## src/rtl/apb_node_pkg.sv

```systemverilog
// Shared types and constants for the APB 1-to-N demux with per-transfer watchdog.
package apb_node_pkg;

    typedef enum logic [1:0] {
        ST_IDLE   = 2'd0,
        ST_ACCESS = 2'd1,
        ST_DECERR = 2'd2,
        ST_TOUT   = 2'd3
    } state_e;

    // Read data returned upstream on decode errors and timeout aborts
    localparam int unsigned ERR_RDATA = 0;

    // Width of a slave index; a single slave still needs one bit
    function automatic int unsigned idx_width(input int unsigned nb);
        return (nb > 1) ? $clog2(nb) : 1;
    endfunction

endpackage

```

## src/rtl/apb_addr_decoder.sv

```systemverilog
// Combinational priority range decoder: the lowest-index slave whose inclusive
// [start, end] window contains the address wins.
module apb_addr_decoder
    import apb_node_pkg::*;
#(
    parameter int unsigned NB_SLAVES      = 4,
    parameter int unsigned APB_ADDR_WIDTH = 32,
    parameter int unsigned IDX_W          = idx_width(NB_SLAVES)
) (
    input  logic [APB_ADDR_WIDTH-1:0]           addr_i,
    input  logic [NB_SLAVES*APB_ADDR_WIDTH-1:0] start_addr_i,
    input  logic [NB_SLAVES*APB_ADDR_WIDTH-1:0] end_addr_i,
    output logic                                hit_o,
    output logic [IDX_W-1:0]                    idx_o
);

    localparam int unsigned AW = APB_ADDR_WIDTH;

    // Scan from the top down so the lowest matching index is the last one written
    always_comb begin
        hit_o = 1'b0;
        idx_o = '0;
        for (int i = int'(NB_SLAVES) - 1; i >= 0; i--) begin
            if ((addr_i >= start_addr_i[i*AW +: AW]) && (addr_i <= end_addr_i[i*AW +: AW])) begin
                hit_o = 1'b1;
                idx_o = IDX_W'(i);
            end
        end
    end

endmodule

```

## src/rtl/apb_node_tmo.sv

```systemverilog
// APB3 1-to-NB_SLAVES demux with address-range decode, decode-error response and a
// per-transfer PREADY watchdog that aborts a stuck slave with PSLVERR.
//
// state     | meaning
// ----------+------------------------------------------------------------------
// ST_IDLE   | no transfer in flight; setup phase decoded combinationally
// ST_ACCESS | access phase to latched slave, responses muxed from that slave
// ST_DECERR | unmapped address; answer PREADY+PSLVERR while PENABLE is high
// ST_TOUT   | slave aborted after TIMEOUT_CYCLES waits; one-cycle error response
module apb_node_tmo
    import apb_node_pkg::*;
#(
    parameter int unsigned NB_SLAVES      = 4,
    parameter int unsigned APB_ADDR_WIDTH = 32,
    parameter int unsigned APB_DATA_WIDTH = 32,
    parameter int unsigned TIMEOUT_CYCLES = 256
) (
    input  logic                                clk_i,
    input  logic                                rst_ni,
    input  logic [NB_SLAVES*APB_ADDR_WIDTH-1:0] start_addr_i,
    input  logic [NB_SLAVES*APB_ADDR_WIDTH-1:0] end_addr_i,
    input  logic                                psel_i,
    input  logic                                penable_i,
    input  logic                                pwrite_i,
    input  logic [APB_ADDR_WIDTH-1:0]           paddr_i,
    input  logic [APB_DATA_WIDTH-1:0]           pwdata_i,
    output logic [APB_DATA_WIDTH-1:0]           prdata_o,
    output logic                                pready_o,
    output logic                                pslverr_o,
    output logic [NB_SLAVES-1:0]                psel_o,
    output logic                                penable_o,
    output logic                                pwrite_o,
    output logic [APB_ADDR_WIDTH-1:0]           paddr_o,
    output logic [APB_DATA_WIDTH-1:0]           pwdata_o,
    input  logic [NB_SLAVES*APB_DATA_WIDTH-1:0] prdata_i,
    input  logic [NB_SLAVES-1:0]                pready_i,
    input  logic [NB_SLAVES-1:0]                pslverr_i,
    output logic                                tmo_pulse_o,
    output logic [APB_ADDR_WIDTH-1:0]           err_addr_o
);

    localparam int unsigned IDX_W = idx_width(NB_SLAVES);
    localparam int unsigned CNT_W = $clog2(TIMEOUT_CYCLES + 1);
    localparam int unsigned DW    = APB_DATA_WIDTH;

    localparam logic [CNT_W-1:0] CNT_LAST = CNT_W'(TIMEOUT_CYCLES - 1);
    localparam logic [CNT_W-1:0] CNT_MAX  = CNT_W'(TIMEOUT_CYCLES);

    state_e                    state_q, state_d;
    logic [IDX_W-1:0]          idx_q, idx_d;
    logic [CNT_W-1:0]          cnt_q, cnt_d;
    logic [APB_ADDR_WIDTH-1:0] addr_q, addr_d;
    logic [APB_ADDR_WIDTH-1:0] err_addr_q, err_addr_d;

    logic                      dec_hit;
    logic [IDX_W-1:0]          dec_idx;
    logic                      slv_ready;
    logic                      slv_err;
    logic [DW-1:0]             slv_rdata;
    logic                      sel_en;
    logic [IDX_W-1:0]          sel_idx;

    apb_addr_decoder #(
        .NB_SLAVES      (NB_SLAVES),
        .APB_ADDR_WIDTH (APB_ADDR_WIDTH),
        .IDX_W          (IDX_W)
    ) u_decoder (
        .addr_i       (paddr_i),
        .start_addr_i (start_addr_i),
        .end_addr_i   (end_addr_i),
        .hit_o        (dec_hit),
        .idx_o        (dec_idx)
    );

    assign paddr_o    = paddr_i;
    assign pwdata_o   = pwdata_i;
    assign pwrite_o   = pwrite_i;
    assign err_addr_o = err_addr_q;

    // Response mux keyed on the index latched at setup, so a moving PADDR cannot re-route
    always_comb begin
        slv_ready = 1'b0;
        slv_err   = 1'b0;
        slv_rdata = '0;
        for (int i = 0; i < int'(NB_SLAVES); i++) begin
            if (idx_q == IDX_W'(i)) begin
                slv_ready = pready_i[i];
                slv_err   = pslverr_i[i];
                slv_rdata = prdata_i[i*DW +: DW];
            end
        end
    end

    always_ff @(posedge clk_i or negedge rst_ni) begin
        if (!rst_ni) begin
            state_q    <= ST_IDLE;
            idx_q      <= '0;
            cnt_q      <= '0;
            addr_q     <= '0;
            err_addr_q <= '0;
        end else begin
            state_q    <= state_d;
            idx_q      <= idx_d;
            cnt_q      <= cnt_d;
            addr_q     <= addr_d;
            err_addr_q <= err_addr_d;
        end
    end

    always_comb begin
        state_d    = state_q;
        idx_d      = idx_q;
        cnt_d      = '0;
        addr_d     = addr_q;
        err_addr_d = err_addr_q;
        case (state_q)
            ST_IDLE: begin
                if (psel_i) begin
                    idx_d  = dec_idx;
                    addr_d = paddr_i;
                    if (dec_hit) begin
                        state_d = ST_ACCESS;
                    end else begin
                        state_d    = ST_DECERR;
                        err_addr_d = paddr_i;
                    end
                end
            end
            ST_ACCESS: begin
                if (!psel_i) begin
                    state_d = ST_IDLE;
                end else if (penable_i) begin
                    if (slv_ready) begin
                        state_d = ST_IDLE;
                    end else if (cnt_q >= CNT_LAST) begin
                        state_d    = ST_TOUT;
                        err_addr_d = addr_q;
                    end else if (cnt_q != CNT_MAX) begin
                        cnt_d = cnt_q + CNT_W'(1);
                    end else begin
                        cnt_d = cnt_q;
                    end
                end else begin
                    cnt_d = cnt_q;
                end
            end
            ST_DECERR: begin
                if (!psel_i || penable_i) begin
                    state_d = ST_IDLE;
                end
            end
            ST_TOUT: begin
                state_d = ST_IDLE;
            end
            default: begin
                state_d = ST_IDLE;
            end
        endcase
    end

    always_comb begin
        sel_en      = 1'b0;
        sel_idx     = idx_q;
        psel_o      = '0;
        penable_o   = 1'b0;
        pready_o    = 1'b0;
        pslverr_o   = 1'b0;
        prdata_o    = DW'(ERR_RDATA);
        tmo_pulse_o = 1'b0;
        case (state_q)
            ST_IDLE: begin
                sel_en  = psel_i & dec_hit;
                sel_idx = dec_idx;
            end
            ST_ACCESS: begin
                sel_en    = psel_i;
                penable_o = penable_i;
                pready_o  = slv_ready;
                pslverr_o = slv_err;
                prdata_o  = slv_rdata;
            end
            ST_DECERR: begin
                pready_o  = penable_i;
                pslverr_o = penable_i;
            end
            ST_TOUT: begin
                pready_o    = 1'b1;
                pslverr_o   = 1'b1;
                tmo_pulse_o = 1'b1;
            end
            default: begin
                sel_en = 1'b0;
            end
        endcase
        for (int i = 0; i < int'(NB_SLAVES); i++) begin
            psel_o[i] = sel_en && (sel_idx == IDX_W'(i));
        end
    end

endmodule
```

## config.mk

```make
export PLATFORM = sky130hd
export DESIGN_NAME = apb_node_tmo
export DESIGN_NICKNAME = d
export VERILOG_FILES = /design/src/rtl/apb_node_pkg.sv /design/src/rtl/apb_addr_decoder.sv /design/src/rtl/apb_node_tmo.sv
export SDC_FILE = /design/constraint.sdc
export NUM_CORES = 1
export LEC_CHECK = 0
export CORE_AREA = 2 2 234 236
export DETAILED_ROUTE_END_ITERATION = 10
export DIE_AREA = 0 0 236 238
export GPL_ROUTABILITY_DRIVEN = 0
export HOLD_SLACK_MARGIN = 0.02
export PLACE_DENSITY = 0.54
export SLEW_MARGIN = 10
export SYNTH_ARGS = -nofsm -noshare
export SYNTH_HDL_FRONTEND = slang
export SYNTH_SLANG_ARGS = --single-unit
```

## constraint.sdc

```tcl
create_clock -name clk_i -period 4.3 [get_ports clk_i]
set_input_delay 0.86 -clock clk_i [delete_from_list [all_inputs] [get_ports clk_i]]
set_output_delay 0.86 -clock clk_i [all_outputs]
set_load 0.01 [all_outputs]
```

==> impl_metrics.py <==
metrics = {
    "drt": {
        "drcViolationCount": 0,
        "dr_total_vias": 12380,
        "dr.max_layer_used": "met5",
        "wl_met3_microns": 2814,
        "drtAntennaViolNets": 0,
        "wl_per_cell_microns": 20.25,
        "routed-wl-met2_microns": 26680,
        "drt-initial-drc-count": 387,
        "drt_pass1_iterations": 5,
        "routed_wirelength_microns": 54910,
        "m1WireLength_microns": 24050,
        "drt-vias-per-instance": 4.567,
    },
    "sta": {
        "timing.final.max_slew_violations": 0,
        "hold_viol": 0,
        "timing.final.ws_setup_ns": -0.1763,
        "finalClockSkew_ns": 0.01031,
        "relSlewSlack": 0.4497,
        "fin_crit_sh": 1.041,
        "hold_slack_ns": 0.4859,
        "fin_crit_ns": 4.476,
        "worst_pin_slew_ns": 0.8255,
        "rsz0062_at_grt": "yes",
        "finalSetupTns_ns": -0.6396,
        "fmaxAchievable_ghz": 0.2234,
        "finalSetupViolCount": 4,
    },
    "worst_setup_path": {
        "cp.required_ns": 3.44,
        "critPathMaxFanout": 6,
        "regToRegEndpoint": "err_addr_o[22]",
        "timing.rr.start": "state_q[0]",
        "arrival_ns": 3.62,
        "cpPeakStageDelay_ns": 0.66,
        "reg2reg_slack_ns": 1.23,
        "crit_chain": "buf_6 -> buf_12 -> ha_4 -> nand4_1 -> or4bb_4 -> buf_6 -> o311ai_4 -> buf_4 -> nor2_4 -> a211o_4 -> a21boi_2 -> buf_2",
        "crit_family": "simple AND/OR/NAND/NOR gates",
        "reg2reg_depth": 9,
        "start_kind": "input pin",
        "crit_type": "in2out",
        "cpMostUsedCell": "buf_6",
        "cp-end-kind": "primary output",
        "critPathBufInv": 5,
        "slowest_stage": "or4bb_4",
    },
    "die": {
        "die_h_microns": 238,
        "start_util": 0.2171,
        "rows": 85,
        "dieWidth_microns": 236,
        "io_pins": 598,
        "die-area_sq_um": 56170,
        "core_area_sq_um": 53500,
    },
    "global_route": {
        "grt_max_degree": 47,
        "antenna_found_initial": 5,
        "grt_pass1_vias": 13440,
        "grt_pass1_wl_microns": 81650,
        "track_usage": 0.1900,
        "gr-total-overflow": 0,
    },
    "placed_design": {
        "placed_cell_area_sq_um": 18540,
        "post-dp-hpwl_microns": 45190,
        "io_buffers": 531,
        "dp_worst_setup_slack_ns": -1.584,
        "dp.cells": 2630,
    },
    "clock_network": {
        "clkTransAtPathRegs_ns": 0.07,
        "cts-root-buf": "clkbuf_16",
        "cts_buffers": 9,
        "cts_hold_buf": 0,
        "clock_path_buffers": 2,
        "ctsHtreeMaxLevel": 3,
        "clk_latency_ns": 0.35,
        "clkSinkCount": 77,
        "cts_tree": "built",
    },
    "pwr": {
        "total_power_mw": 5.518,
        "power_density_nw_per_um2": 257.5,
        "peakVddDrop_mv": 0.2521,
        "power.leakage_nw": 9.716,
    },
    "logic_synthesis": {
        "ys_seq_area_frac": 0.1659,
        "syn-mean-instance-area_sq_um": 8.767,
        "ys_ff_latch": 77,
        "synth_ff_type": "dfrtp_1",
        "synth_cell_types": 56,
        "synth_area_sq_um": 11620,
        "synth-async-reset-ratio": 1.000,
        "ys_warn_count": 0,
        "syn-num-nets": 2045,
        "syn_inst": 1325,
        "synth_edf_count": 0,
    },
    "final_layout": {
        "drive_above_1_share": 0.3592,
        "postLayoutCellArea_sq_um": 21430,
        "syn2layout_area_growth_pct": 84.50,
        "instances_no_fill": 2711,
        "fin_nets": 2728,
        "fin_util": 0.4006,
    },
    "worst_hold_path": {
        "holdCritPathClass": "reg2reg",
        "hold_depth": 2,
        "hold_end": "addr_q[0]",
        "worstHoldStart": "addr_q[0]",
    },
    "outcome": {
        "failed_checks": "negative setup slack",
        "status": "finished with violations",
    },
    "job": {
        "drv_cap": 0,
    },
}
==> synthesized netlist by cell type, types with 3 or more instances <==
library cell,instances,area share
a221oi_1,3,0.0023
and3_1,3,0.0016
a2111o_1,4,0.0039
mux2_2,64,0.062
a221o_1,11,0.0095
nor3_1,9,0.0039
o21ai_0,41,0.018
ha_1,259,0.28
or4_1,5,0.0032
and2_1,35,0.019
a21o_1,14,0.0090
a31oi_1,5,0.0027
nand2_1,78,0.025
mux4_2,34,0.066
buf_4,65,0.042
mux2_4,30,0.039
or2_2,4,0.0022
and4_1,7,0.0053
o211ai_1,9,0.0058
a2111oi_0,6,0.0045
clkbuf_1,12,0.0039
buf_8,3,0.0039
nand4_1,42,0.023
nand3_1,36,0.016
nor2_1,38,0.012
buf_1,8,0.0026
nor4_1,7,0.0038
nand2b_1,4,0.0022
nor2b_1,13,0.0070
inv_1,260,0.084
a211oi_1,8,0.0052
dfrtp_1,77,0.17
a21oi_1,102,0.044
==> per-layer routing <==
metal,GRT usage,vias to the layer above
met4,0.04980,4
met1,0.2428,5950
li1,-,5989
met2,0.3288,372
met5,0,-
met3,0.03401,67
==> how the worst max path moves through the flow <==
stage,from,end,slack (ns),cells after the start
after floorplan,end_addr_i[21],psel_o[0],0.21,10
after global placement,paddr_i[17],psel_o[0],-1.60,14
after detailed placement,paddr_i[17],psel_o[0],-1.58,13
after CTS,paddr_i[27],psel_o[1],-0.20,15
after global routing,paddr_i[18],psel_o[1],-0.24,13
final,paddr_i[26],psel_o[1],-0.18,12
==> state kept, by name, summed over array words and instances, names as in the netlist <==
name	count
cnt_q	9
err_addr_o	32
addr_q	32
idx_q	2
state_q	2
==> tightest hold or removal path: stages (launching register included) <==
cell	delay (ns)
dfrtp_1	0.34
nand2_1	0.05
o21ai_0	0.06
==> layout make-up <==
type	count	area [sq um]
fill	5231	32060
timing repair buffer	761	7186
sequential	77	1931
clock inverter	7	85.08
multi-input combinational	899	10150
antenna	2	5.005
inverter	260	980.9
clock buffer	9	225.2
tap	696	870.8
==> power breakdown <==
part	total [mW]	internal (mW)	leakage, nW	switching [mW]
clock	0.813	0.463	0.153	0.349
combinational	3.42	2.04	8.63	1.38
sequential	1.28	1.01	0.930	0.270
total	5.52	3.51	9.72	2.00
==> cells by family (layout without fill, tap and decap cells) <==
logic type,count (synthesis),in the layout,share of synthesized area
buffers and inverters,349,1037,0.1368
and+or+nand+nor,286,286,0.1275
adders and majority gates,259,259,0.2790
AOI/OAI and AO/OA,226,226,0.1241
muxes,128,128,0.1667
DFF,77,77,0.1659
other,0,2,0
==> timing repair <==
action / in CTS / in global routing
endpoints found under the setup margin: 36 / 4
setup buffers: 50 / 24
resized for setup: 636 / 125
pin swaps: 196 / 57
hold endpoints to repair: 0 / 0
cloned: 0 / 0
==> cells in the final DEF, fill, tap and decap left out, drive strengths merged, types with 11 or more instances in the layout <==
cell type | netlist | final
buf | 77 | 262
a221o | 11 | 11
nand3 | 36 | 36
clkbuf | 12 | 15
a21oi | 102 | 102
and2 | 36 | 36
nor2b | 13 | 13
dlymetal6s2s | 0 | 14
inv | 260 | 265
o21ai | 43 | 43
dlygate4sd2 | 0 | 115
nand4 | 42 | 42
nand2 | 78 | 78
a21o | 14 | 14
mux4 | 34 | 34
ha | 259 | 259
dfrtp | 77 | 77
nor2 | 38 | 38
mux2 | 94 | 94
clkdlybuf4s50 | 0 | 356
Note: power is estimated with default switching activity, not from simulation.
